## src/rtl/csr_trap_ctrl.sv

```systemverilog
// csr_trap_ctrl: owns the single read/write port of the machine-mode CSR file.
// While IDLE, pipeline CSR accesses pass straight through to the CSR file.
// A synchronous exception or an mret stalls the pipeline. The controller then
// walks the CSR update sequence one access per cycle and finishes with a
// single-cycle PC redirect strobe.
//
// state  | meaning
// -------+----------------------------------------------------------
// IDLE   | pass-through of pipeline CSR accesses, events accepted
// T_RDST | trap: read mstatus into the local copy
// T_EPC  | trap: write mepc = aligned excepting PC
// T_CAUSE| trap: write mcause
// T_TVAL | trap: write mtval
// T_WRST | trap: write mstatus (MPIE<-MIE, MIE<-0, MPP<-M)
// T_TVEC | trap: read mtvec, latch the aligned handler address
// M_RDST | mret: read mstatus into the local copy
// M_WRST | mret: write mstatus (MIE<-MPIE, MPIE<-1, MPP<-M)
// M_EPC  | mret: read mepc, latch the aligned return address
// REDIR  | one-cycle redirect strobe, then back to IDLE
module csr_trap_ctrl #(
  parameter int XLEN = 32
) (
  input  logic            clk,
  input  logic            rst,
  input  logic            req_valid,
  output logic            req_ready,
  input  logic            req_wen,
  input  logic [XLEN-1:0] req_addr,
  input  logic [XLEN-1:0] req_wdata,
  output logic [XLEN-1:0] req_rdata,
  input  logic            illegal_valid,
  input  logic            ecall_valid,
  input  logic            ebreak_valid,
  input  logic            mret_valid,
  input  logic [XLEN-1:0] exc_pc,
  input  logic [XLEN-1:0] exc_inst,
  output logic            stall,
  output logic            redirect_valid,
  output logic [XLEN-1:0] redirect_pc,
  output logic            csr_wen,
  output logic [XLEN-1:0] csr_read_addr,
  output logic [XLEN-1:0] csr_write_addr,
  output logic [XLEN-1:0] csr_write_data,
  input  logic [XLEN-1:0] csr_read_data
);

  localparam logic [XLEN-1:0] ADDR_MSTATUS = XLEN'(12'h300);
  localparam logic [XLEN-1:0] ADDR_MTVEC   = XLEN'(12'h305);
  localparam logic [XLEN-1:0] ADDR_MEPC    = XLEN'(12'h341);
  localparam logic [XLEN-1:0] ADDR_MCAUSE  = XLEN'(12'h342);
  localparam logic [XLEN-1:0] ADDR_MTVAL   = XLEN'(12'h343);

  localparam logic [XLEN-1:0] CAUSE_ILLEGAL = XLEN'(2);
  localparam logic [XLEN-1:0] CAUSE_EBREAK  = XLEN'(3);
  localparam logic [XLEN-1:0] CAUSE_ECALL   = XLEN'(11);

  typedef enum logic [3:0] {
    IDLE    = 4'd0,
    T_RDST  = 4'd1,
    T_EPC   = 4'd2,
    T_CAUSE = 4'd3,
    T_TVAL  = 4'd4,
    T_WRST  = 4'd5,
    T_TVEC  = 4'd6,
    M_RDST  = 4'd7,
    M_WRST  = 4'd8,
    M_EPC   = 4'd9,
    REDIR   = 4'd10
  } state_t;

  state_t          state_q, state_d;
  logic [XLEN-1:0] pc_q, pc_d;
  logic [XLEN-1:0] cause_q, cause_d;
  logic [XLEN-1:0] tval_q, tval_d;
  logic [XLEN-1:0] mstatus_q, mstatus_d;
  logic [XLEN-1:0] redirect_pc_q, redirect_pc_d;

  logic            any_event;
  logic            wen_raw;
  logic [XLEN-1:0] mstatus_trap;
  logic [XLEN-1:0] mstatus_mret;
  logic [XLEN-1:0] read_aligned;
  logic [XLEN-1:0] pc_aligned;

  // Derived values: mstatus rewrites for trap entry / mret, aligned addresses.
  always_comb begin
    mstatus_trap        = mstatus_q;
    mstatus_trap[7]     = mstatus_q[3];
    mstatus_trap[3]     = 1'b0;
    mstatus_trap[12:11] = 2'b11;

    mstatus_mret        = mstatus_q;
    mstatus_mret[3]     = mstatus_q[7];
    mstatus_mret[7]     = 1'b1;
    mstatus_mret[12:11] = 2'b11;

    read_aligned = {csr_read_data[XLEN-1:2], 2'b00};
    pc_aligned   = {pc_q[XLEN-1:2], 2'b00};
    any_event    = illegal_valid | ecall_valid | ebreak_valid | mret_valid;
  end

  // State and latch registers; synchronous reset abandons any sequence.
  always_ff @(posedge clk) begin
    if (rst) begin
      state_q       <= IDLE;
      pc_q          <= '0;
      cause_q       <= '0;
      tval_q        <= '0;
      mstatus_q     <= '0;
      redirect_pc_q <= '0;
    end else begin
      state_q       <= state_d;
      pc_q          <= pc_d;
      cause_q       <= cause_d;
      tval_q        <= tval_d;
      mstatus_q     <= mstatus_d;
      redirect_pc_q <= redirect_pc_d;
    end
  end

  // Next-state, CSR port steering and handshake outputs.
  always_comb begin
    state_d        = state_q;
    pc_d           = pc_q;
    cause_d        = cause_q;
    tval_d         = tval_q;
    mstatus_d      = mstatus_q;
    redirect_pc_d  = redirect_pc_q;
    req_ready      = 1'b0;
    stall          = 1'b1;
    redirect_valid = 1'b0;
    wen_raw        = 1'b0;
    csr_read_addr  = req_addr;
    csr_write_addr = req_addr;
    csr_write_data = req_wdata;

    case (state_q)
      IDLE: begin
        if (any_event) begin
          // The coincident pipeline request is dropped here; the stalled
          // pipeline re-presents it after the redirect.
          pc_d = exc_pc;
          if (illegal_valid) begin
            cause_d = CAUSE_ILLEGAL;
            tval_d  = exc_inst;
            state_d = T_RDST;
          end else if (ecall_valid) begin
            cause_d = CAUSE_ECALL;
            tval_d  = '0;
            state_d = T_RDST;
          end else if (ebreak_valid) begin
            cause_d = CAUSE_EBREAK;
            tval_d  = exc_pc;
            state_d = T_RDST;
          end else begin
            state_d = M_RDST;
          end
        end else begin
          req_ready = 1'b1;
          stall     = 1'b0;
          wen_raw   = req_valid & req_wen;
        end
      end
      T_RDST: begin
        csr_read_addr  = ADDR_MSTATUS;
        csr_write_addr = ADDR_MSTATUS;
        mstatus_d      = csr_read_data;
        state_d        = T_EPC;
      end
      T_EPC: begin
        csr_read_addr  = ADDR_MEPC;
        csr_write_addr = ADDR_MEPC;
        csr_write_data = pc_aligned;
        wen_raw        = 1'b1;
        state_d        = T_CAUSE;
      end
      T_CAUSE: begin
        csr_read_addr  = ADDR_MCAUSE;
        csr_write_addr = ADDR_MCAUSE;
        csr_write_data = cause_q;
        wen_raw        = 1'b1;
        state_d        = T_TVAL;
      end
      T_TVAL: begin
        csr_read_addr  = ADDR_MTVAL;
        csr_write_addr = ADDR_MTVAL;
        csr_write_data = tval_q;
        wen_raw        = 1'b1;
        state_d        = T_WRST;
      end
      T_WRST: begin
        csr_read_addr  = ADDR_MSTATUS;
        csr_write_addr = ADDR_MSTATUS;
        csr_write_data = mstatus_trap;
        wen_raw        = 1'b1;
        state_d        = T_TVEC;
      end
      T_TVEC: begin
        // Vectored mode is meaningless without interrupts, so the mode bits
        // are simply masked off.
        csr_read_addr  = ADDR_MTVEC;
        csr_write_addr = ADDR_MTVEC;
        redirect_pc_d  = read_aligned;
        state_d        = REDIR;
      end
      M_RDST: begin
        csr_read_addr  = ADDR_MSTATUS;
        csr_write_addr = ADDR_MSTATUS;
        mstatus_d      = csr_read_data;
        state_d        = M_WRST;
      end
      M_WRST: begin
        csr_read_addr  = ADDR_MSTATUS;
        csr_write_addr = ADDR_MSTATUS;
        csr_write_data = mstatus_mret;
        wen_raw        = 1'b1;
        state_d        = M_EPC;
      end
      M_EPC: begin
        csr_read_addr  = ADDR_MEPC;
        csr_write_addr = ADDR_MEPC;
        redirect_pc_d  = read_aligned;
        state_d        = REDIR;
      end
      REDIR: begin
        redirect_valid = 1'b1;
        state_d        = IDLE;
      end
      default: begin
        state_d = IDLE;
      end
    endcase
  end

  // A reset cycle never commits a CSR write, even mid-sequence.
  always_comb begin
    csr_wen     = wen_raw & ~rst;
    req_rdata   = csr_read_data;
    redirect_pc = redirect_pc_q;
  end

endmodule

```

## config.mk

```make
export PLATFORM = sky130hd
export DESIGN_NAME = csr_trap_ctrl
export DESIGN_NICKNAME = d
export VERILOG_FILES = /design/src/rtl/csr_trap_ctrl.sv
export SDC_FILE = /design/constraint.sdc
export NUM_CORES = 1
export LEC_CHECK = 0
export BUFFER_PORTS_ARGS = -buffer_cell sky130_fd_sc_hd__buf_4
export CAP_MARGIN = 20
export CORE_AREA = 2 2 128 130
export CTS_BUF_LIST = sky130_fd_sc_hd__clkbuf_8
export DETAILED_ROUTE_END_ITERATION = 7
export DIE_AREA = 0 0 130 132
export MAX_ROUTING_LAYER = met4
export PLACE_DENSITY = 0.84
export SYNTH_ARGS = -nofsm -noshare
export SYNTH_HDL_FRONTEND = slang
export SYNTH_SLANG_ARGS = --single-unit
```

## constraint.sdc

```tcl
create_clock -name clk -period 4.7 [get_ports clk]
set_input_delay 0.47 -clock clk [delete_from_list [all_inputs] [get_ports clk]]
set_output_delay 0.47 -clock clk [all_outputs]
set_load 0.03 [all_outputs]
```

* After elaboration in Yosys (flattened, before gate mapping) *
Cells that the tools add are included.

cells by class
  add/sub/neg operators = 0
  $mul = 0
  div/mod/pow operators = 0
  magnitude comparators = 0
  equal/unequal tests = 11
  shifts and indexed selects = 0
  muxes and demuxes = 20
  bitwise operators = 6
  reductions and logical operators = 9

operators with widths
  cell                count
  $pmux 32 s5         2
  $mux 32             6
  $pmux 4 s9          1
  $eq 4x3->1 const B  4
  $eq 4x4->1 const B  3
  $mux 3              3
  $eq 4x2->1 const B  2
  $mux 1              6
  $reduce_or 2->1     3
  $reduce_or 5->1     1
  $eq 4x1->1 const B  1
  $logic_not 4->1     1
  $mux 4              1
  $reduce_or 4->1     1
  $or 1x1->1          3
  $reduce_and 3->1    1
  $reduce_bool 3->1   1
  $and 1x1->1         2
  $ne 2x2->1 const B  1
  $pmux 1 s2          1
  $reduce_and 2->1    1
  $not 1->1           1

storage, ports and cells
  register bits after elaboration = 162
  bits in latches = 0
  RAM bits = 0
  bits in read-only memories = 0
  input port bits = 168
  output and inout bits = 164
  memories kept = 0

* Depth between registers and ports, before layout *
  word-level depth = 6
  gate-level depth with buffers = 8
  mapped depth without buffers = 4

* Worst setup path before layout *
OpenSTA, ideal clock, no wires.

  kind = reg-to-output
  start point = register state_q[2]
  end point = output port csr_wen
  arrival time = 2.051 ns
  setup slack = 2.179 ns
  stages on the path, launching flop included = 6
  cell sequence = dfxtp_1 buf_6 or4_4 nor3_4 nand3_1 a21oi_1

on the way
  longest elaborated chain between the ends = 4
  elaborated cells between the ends (all ways) = 9

RTL lines
  what                                RTL line  RTL
  start, declared                     71        state_t state_q, state_d;
  start signal, assigned              112       state_q <= state_d;
  $eq 4x4->1 (tied with other cells)  137       case (state_q)
  $reduce_or 5->1 (no source line)    --
  $pmux 1 s2 *                        137
  $and 1x1->1 *                       237       csr_wen = wen_raw & ~rst;
  end, declared                       40        output logic csr_wen,

Mark *: on every way between the ends. The rest lies on a longest branch, timed or not.

* Final worst setup path *
  start point = register state_q[1]
  end point = output port csr_write_data[5]

on the way
  longest elaborated chain between the ends = 2
  elaborated cells between the ends (all ways) = 6

RTL lines
  what                                RTL line  RTL
  $eq 4x4->1 (tied with other cells)  137
  $pmux 32 s5 *                       137
  end, declared                       43        output logic [XLEN-1:0] csr_write_data,

Marks and branches as above.

==> results by group <==
Critical path
  • Critical path's slowest cell: dfxtp_1
  • Reg2Reg Depth: 4
  • R2R Path Start: state_q[1]$_SDFFE_PP0N_
  • CP Cell Sequence: nor2b_2, buf_4, a22o_1, a221oi_1, nor2_1, buf_4
  • CP max FO: 25
  • CP Class: reg -> out
  • RR Endpoint: mstatus_q[25]$_SDFFE_PP0P_
  • CP max stage delay: 0.96 ns
  • R2R Setup Slk: 1.84 ns
  • Element type at the critical path end: output pin
  • CP most frequent cell: buf_4
  • CP arrival: 2.99 ns
  • Required @ worst endpoint: 4.23 ns
  • CP startpoint kind: flip-flop

Yosys
  • Register area share after synthesis: 36.82%
  • Mapped Area: 7013 um^2
  • Top cells by area, synth: dfxtp_1 (37%), nand2_1 (10%), a21oi_1 (9.4%)
  • Synth top area share: 36.82%
  • Cell taking the most area after synthesis: dfxtp_1
  • Synthesized area per cell: 7.732 um^2
  • Synthesized instance count: 907
  • Fraction of registers with async set/reset: 0%
  • Synth cell types: 52
  • Commonest register cell after synthesis: dfxtp_1
  • EDFF count, synth: 0
  • Yosys warnings: 0
  • #FFs+latches synth: 129

Power and ir drop
  • Sequential share of power: 36.1%
  • Leak Pwr: 0.004016 uW
  • Peak supply drop: 0.2071 mV
  • Sw frac: 37.56%
  • Total power: 3528 uW
  • Clock power frac: 26.5%
  • Sw power: 1325 uW
  • Combinational power share: 37.4%
  • Power Dens Cells: 373.2 nW/um^2
  • Pint: 2203 uW

GRT
  • Vias in the first global route: 6572
  • Largest net degree at the start of global routing: 83
  • First-pass GRT wire length: 36920 um
  • Total global-route track usage: 28.55%
  • Initial antenna violation count: 0
  • Congestion Overflow GR: 0

Drt
  • Initial DRT Pass Iterations: 5
  • Final WL: 24500 um
  • DR vias/cell: 5.356
  • Initial DRC Count: 734
  • DRC violations left: 0
  • Routed len/inst: 18.11 um
  • Post-DRT Antenna Nets: 0
  • Vias: 7246

STA
  • Slew @ Worst Pin: 1.099 ns
  • RSZ-0062 raised after global routing: false
  • Hold_ws: 0.2742 ns
  • Clock skew: 0.01237 ns
  • Fmax achieved: 288.6 MHz
  • Post-layout min period: 3.464 ns
  • Final slew viol count: 0
  • Setup violators final: 0
  • Max_slew headroom: 26.72%
  • Final hold violation count: 0
  • Setup TNS Final: 0 ns
  • Fin crit share: 73.71%

Worst hold path
  • Hold endpoint: pc_q[27]$_SDFFE_PP0P_
  • Min-Delay Path Class: in -> reg
  • Hold Path Cell Cnt: 3
  • HP Start: exc_pc[27]

Die
  • Die height: 132 um
  • Die area: 17160 um^2
  • Boundary Pins: 332
  • Initial Util: 44.63%
  • Core box area: 15710 um^2
  • DIE WIDTH: 130 um
  • Row cnt: 46

Final layout
  • Layout area overhead: 34.79%
  • Fill cell count: 1474
  • Antenna diodes: 0
  • Layout cell share with drive strength beyond 1: 37.03%
  • Final nets: 1292
  • Non-Filler Instances: 1353

Placed design
  • Placed Cells: 1318
  • Port Buf Inserts: 329
  • RD Place Congestion: 0.9892
  • DP Wirelength: 18210 um

Clock network
  • H-tree lvl count: 4
  • Clk Tree Root Cell: clkbuf_8
  • Num Clock Sinks: 129
  • Clock Latency Late Sink: 0.44 ns
  • Setup bufs post-CTS: 0
  • CTS tree: yes
  • Resized Gates After CTS: 0
  • # hold bufs at CTS: 0
  • CTS max path bufs: 2
  • TritonCTS Buffers: 17
  • Clock transition at the registers of the reported paths: 0.08 ns

Run
  • MaxCap Viol Count: 0

Status
  • Status: complete, no violations
-- registers in the layout, summed over array words and instances, names as in the netlist --
register     cells
cause_q          3
mstatus_q       30
pc_q            30
redirect_pc     30
state_q          4
tval_q          32
-- metal layers --
layer	GRT usage (%)	vias to the layer above	part of all wire (%)
li1	-	3496	-
met1	39.98	3380	45
met2	41.68	329	46
met3	4.951	41	6.8
met4	9.200	0	2.4
met5	-	-	0
-- worst max-delay path by stage --
stage               cells past startpoint                 end                     from  slack (ns)
finish                                  6   csr_write_data[5]  state_q[1]$_SDFFE_PP0N_        1.24
global route                            6   csr_write_data[6]  state_q[1]$_SDFFE_PP0N_        1.03
CTS                                     5  csr_write_data[29]  state_q[0]$_SDFFE_PP0N_        1.13
detailed placement                      5  csr_write_data[29]  state_q[0]$_SDFFE_PP0N_        1.62
global placement                        5  csr_write_data[29]  state_q[0]$_SDFFE_PP0N_        1.73
floorplan                               5             csr_wen  state_q[2]$_SDFFE_PP0N_        2.18
-- area by class of cell --
type / count / area [um^2] / share of cell area [%]
Clock buffer: 20 / 275.3 / 2.912
Clock inverter: 12 / 116.4 / 1.231
Tap cell: 216 / 270.3 / 2.859
Multi-Input combinational cell: 632 / 3578 / 37.86
Inverter: 2 / 7.507 / 0.07942
Timing Repair Buffer: 342 / 2623 / 27.74
Sequential cell: 129 / 2582 / 27.32
-- critical path: cells and delay by family (launching register included) --
family / cells / cell delay (ns)
compound gates: 2 / 0.36
buf+inv: 2 / 0.54
flops: 1 / 0.96
simple gates: 2 / 0.69
-- cells in the mapped netlist (all sizes together) (8+ instances only) --
cell,count
a211oi,33
a21oi,133
a221oi,27
a22o,28
and2,26
buf,93
clkbuf,52
dfxtp,129
nand2,186
nor2,99
nor2b,8
nor3b,33
o21ai,10
-- stage by stage --
step                area (um^2)  worst slack, ns  util (%)
finish                     9453            1.236     60.16
CTS                        9395            1.129     59.79
detailed placement         9004            1.623     57.30
global route               9453            1.026     60.16
floorplan                  7017            2.179         -
global placement           8989            1.727     57.21
-- power by group through the flow --
stage          Combinational [uW]  Clock (uW)  Sequential [uW]
3_5_place_dp                 1300           0             1290
2_1_floorplan                 913           0             1260
6_report                     1320         937             1270
3_3_place_gp                 1270           0             1290
4_1_cts                      1300         958             1270
5_1_grt                      1410         998             1280
-- cell usage in the layout, fill, tap and decap left out, types with 2 or more instances in the layout --
| master | Yosys | final |
|---|---|---|
| nand3b_1 | 2 | 2 |
| nor2b_1 | 8 | 6 |
| a22oi_1 | 3 | 3 |
| nor3b_1 | 33 | 33 |
| dfxtp_1 | 129 | 129 |
| clkinv_2 | 0 | 4 |
| bufinv_16 | 0 | 2 |
| clkbuf_8 | 0 | 20 |
| and2_1 | 26 | 26 |
| nor2_1 | 96 | 95 |
| nand3_1 | 3 | 3 |
| nor2_2 | 2 | 3 |
| a211oi_2 | 33 | 33 |
| a31oi_1 | 2 | 2 |
| nor3_1 | 4 | 3 |
| a32o_1 | 2 | 2 |
| buf_8 | 0 | 3 |
| buf_4 | 67 | 337 |
| or3_1 | 3 | 3 |
| a221o_1 | 2 | 2 |
| inv_1 | 2 | 5 |
| a221oi_1 | 27 | 27 |
| o21ai_0 | 9 | 9 |
| conb_1 | 1 | 2 |
| a21oi_1 | 132 | 132 |
| nor2b_2 | 0 | 2 |
| nand2_1 | 186 | 186 |
| nand2b_1 | 5 | 5 |
| a22o_1 | 28 | 28 |
-- logic make-up after synthesis --
logic type               synth area share, %
AO/OA/AOI/OAI                          25.37
multiplexers                          0.3033
AND/OR/NAND/NOR                        24.57
other                                0.05347
adder cells (fa/ha/maj)               0.1427
flip-flops                             36.82
buffers and inverters                  12.74
(Power assumes the default switching activity.)
